$ cat config.mk
export PLATFORM = sky130hd
export DESIGN_NAME = data
export DESIGN_NICKNAME = d
export VERILOG_FILES = /design/src/rtl/data.sv
export SDC_FILE = /design/constraint.sdc
export NUM_CORES = 1
export LEC_CHECK = 0
export BUFFER_PORTS_ARGS = -buffer_cell sky130_fd_sc_hd__buf_2
export CAP_MARGIN = 10
export CORE_MARGIN = 2
export CORE_UTILIZATION = 50
export DETAILED_ROUTE_END_ITERATION = 6
export GPL_ROUTABILITY_DRIVEN = 0
export PLACE_DENSITY = 0.7
export SLEW_MARGIN = 40
export SYNTH_ARGS = -nofsm -noshare
export SYNTH_HDL_FRONTEND = slang
export SYNTH_SLANG_ARGS = --single-unit
$ cat constraint.sdc
create_clock -name clk -period 5.7 [get_ports clk]
set_clock_uncertainty 0.15 [all_clocks]
set_input_delay 0.855 -clock clk [delete_from_list [all_inputs] [get_ports clk]]
set_output_delay 0.855 -clock clk [all_outputs]
set_load 0.01 [all_outputs]
$ cat src/rtl/data.sv
`default_nettype none
// ============================================================================
// Module      : data
// Description : 8x8 Game-of-Life board (B3/S23, dead borders) with load,
//               run and hold modes; one generation per clock while running.
// Revision    : 1.0 - initial release
// ============================================================================
module data (
    input  logic        clk,
    input  logic        reset,
    input  logic [63:0] Grid,
    input  logic [1:0]  a,
    output logic [63:0] Grid_Evolved
);

    localparam logic [1:0] c_MODE_LOAD = 2'b01;
    localparam logic [1:0] c_MODE_RUN  = 2'b10;

    logic [63:0]      r_board;
    logic [63:0]      w_next;
    logic [9:0][9:0]  w_pad;

    // Board framed by a ring of permanently dead cells so every interior
    // cell sees exactly eight neighbour positions without wrap-around.
    always_comb begin
        w_pad = '0;
        for (int r = 0; r < 8; r++) begin
            for (int c = 0; c < 8; c++) begin
                w_pad[r+1][c+1] = r_board[8*r+c];
            end
        end
    end

    for (genvar gr = 0; gr < 8; gr++) begin : g_row
        for (genvar gc = 0; gc < 8; gc++) begin : g_col
            logic [3:0] w_count;

            assign w_count = {3'b000, w_pad[gr  ][gc  ]} + {3'b000, w_pad[gr  ][gc+1]}
                           + {3'b000, w_pad[gr  ][gc+2]} + {3'b000, w_pad[gr+1][gc  ]}
                           + {3'b000, w_pad[gr+1][gc+2]} + {3'b000, w_pad[gr+2][gc  ]}
                           + {3'b000, w_pad[gr+2][gc+1]} + {3'b000, w_pad[gr+2][gc+2]};

            assign w_next[8*gr+gc] = (w_count == 4'd3) ||
                                     (r_board[8*gr+gc] && (w_count == 4'd2));
        end
    end

    always_ff @(posedge clk) begin
        if (reset) begin
            r_board <= Grid;
        end else begin
            case (a)
                c_MODE_LOAD: r_board <= Grid;
                c_MODE_RUN:  r_board <= w_next;
                default:     r_board <= r_board;
            endcase
        end
    end

    assign Grid_Evolved = r_board;

endmodule
`default_nettype wire

==> results.yml <==
job:
  maxCapViolCount: 0
global_route:
  grt_usage: 0.2105
  grt_pass1_wl_um: 36750
  overflow: 0
  grt_max_degree: 46
  grt_pass1_vias: 7619
  antenna_found_initial: 0
layout:
  layout.nets: 1549
  fill_cells: 1862
  final_cell_mix: "inv_1 (287), fa_1 (196), ha_1 (138), buf_2 (131), edfxtp_1 (64)"
  drive_above_1_share: 0.1355
  largest_reg_flops: 64
  final_area_mm2: 0.01181
  final_common_cell: "inv_1"
  diodes: 0
  area_growth_pct: 11.89
timing:
  whs_ns: 0.5847
  setup-violations-final: 0
  rsz0062_at_grt: "no"
  setup_tns_ns: 0
  period_share: 0.6704
  period_minus_slack_ns: 3.821
  finalMaxSlewViolations: 0
  worstMarginPinSlew_ns: 0.5520
  fmax_ghz: 0.2617
  finalHoldViolCount: 0
  slew_headroom: 0.6320
routing:
  first_pass_iters: 4
  antenna_left: 0
  vias: 7198
  drtIter0Drc: 310
  vias_per_cell: 5.048
  wire_per_inst_um: 15.22
  highest_layer: "met4"
  routed_wl_um: 21700
  drc: 0
  wl_met1_um: 9818
  wl_met3_um: 826
  dr_wl_met2_um: 10670
floorplanning:
  die_w_um: 149.3
  rows: 53
  initial_utilization: 0.5051
  fp.dieArea_mm2: 0.02228
  core-area_mm2: 0.02089
  ios: 132
  die_y_um: 149.3
setup_path:
  cpMaxStageDelayCell: "fa_1"
  startpoint_type: "flip-flop"
  crit_path_max_incr_delay_ns: 0.52
  worstPathMaxFanout: 7
  critPathTopFamily: "adder cells"
  critPathArrivalTime_ns: 3.74
  cp_cell_sequence: "inv_1, fa_1, fa_1, fa_1, inv_1, ha_1, fa_1, and2_1, a21oi_1, o31ai_1"
  critPathRequiredTime_ns: 5.62
  path_common_cell: "fa_1"
  critPathKind: "flip-flop to flip-flop"
  critPathBufInv: 2
  ff2ff_setup_slack_ns: 1.88
  critPathCaptureType: "flip-flop"
clocking:
  cts_tree: "done"
  cts_buffers: 9
  cts_max_level: 3
  post_cts_buffers: 0
  holdBufCountCts: 0
  clkLatencyLatePin_ns: 0.34
  clk_pin_slew_ns: 0.06
  cts-root-buf: "clkbuf_16"
  clock-sinks: 64
  clock_path_buffers: 2
  cts_resized: 0
placed_design:
  port-buffer-count: 131
  place_area_mm2: 0.01153
  hpwl_um: 17420
yosys:
  synth_cells: 1016
  ys_types: 29
  syn-num-nets: 1418
  seq_area_frac_synth: 0.1821
  synth_area_per_cell_um2: 10.39
  netlist_area_mm2: 0.01055
  yosys_warnings: 0
  synth_seq_cells: 64
hold_path:
  hold_path.class: "flip-flop to flip-flop"
status:
  outcome: "finished clean"
power:
  fin_total_pwr_uw: 4745
  ir_drop_v: 0.0001689
  p_leak_uw: 0.006038
  powerDensity_mw_per_mm2: 401.9
-- cell families after synthesis --
logic type / share of synthesized area
multiplexers: 0.004980
AO/OA/AOI/OAI: 0.1117
AND/OR/NAND/NOR: 0.05514
buffers and inverters: 0.1097
flip-flops: 0.1821
XOR/XNOR: 0.0008302
adder cells (fa/ha/maj): 0.5355
-- layer usage --
layer  track usage  vias to the layer above
li1              -                     3502
met1        0.2852                     3537
met2        0.3585                      133
met3       0.02477                       26
met4       0.06143                        0
met5             0                        -
-- report_power, final --
group | switching (µW) | total (µW) | leakage, µW | internal (µW)
Clock | 236 | 569 | 0.000140 | 333
Sequential | 121 | 729 | 0.000661 | 609
Combinational | 1930 | 3450 | 0.00524 | 1520
-- worst register-to-register path: stages, from the launching register on --
cell and delay [ns]:
edfxtp_1 0.47, inv_1 0.40, fa_1 0.52, fa_1 0.47, fa_1 0.50, inv_1 0.04
ha_1 0.20, fa_1 0.38, and2_1 0.17, a21oi_1 0.17, o31ai_1 0.10
-- synthesized netlist by cell type, drive strengths merged --
master     n  share of area
mux2       2         0.0021
a2111oi    2         0.0023
o211ai    24          0.017
buf       12         0.0069
ha       138           0.16
nor2b      3         0.0018
xnor2      1        0.00083
a211oi     3         0.0021
o21ai     48          0.023
edfxtp    64           0.18
a31oi      3         0.0018
nand2     63          0.022
a21o       2         0.0014
clkbuf     2        0.00071
inv      287           0.10
nor2      33          0.012
o31ai     30          0.021
or3b       1        0.00083
a21oi     50          0.024
o31a       6         0.0050
nand2b     1        0.00059
and2      30          0.018
fa       196           0.37
mux2i      3         0.0028
o41ai      6         0.0092
o221ai     6         0.0050
-- path summary, 6_finish.rpt --
kind                         start          endpoint  cells past startpoint
setup / recovery  Grid_Evolved[28]  Grid_Evolved[36]                     10
hold / removal     Grid_Evolved[3]   Grid_Evolved[3]                      2
setup reg to reg  Grid_Evolved[28]  Grid_Evolved[36]                     10
hold reg to reg    Grid_Evolved[3]   Grid_Evolved[3]                      2
-- cell type report --
cell class	count	area [µm²]	share of cell area
clock inverters	5	48.80	0.004133
flip-flops and latches	64	1922	0.1628
well taps	275	344.1	0.02914
clock buffers	10	229.0	0.01939
inverters	287	1077	0.09125
repair buffers	134	703.2	0.05956
multi-input cells	651	7482	0.6337
-- metrics by stage --
stage / worst slack (ns) / cells / utilization
floorplan: 2.105 / 1016 / -
global placement: 1.899 / 1409 / 0.5500
detailed placement: 1.870 / 1411 / 0.5519
CTS: 1.835 / 1426 / 0.5652
global route: 1.681 / 1426 / 0.5652
finish: 1.879 / 1426 / 0.5652
No activity file was read; power rests on OpenSTA's default activity.
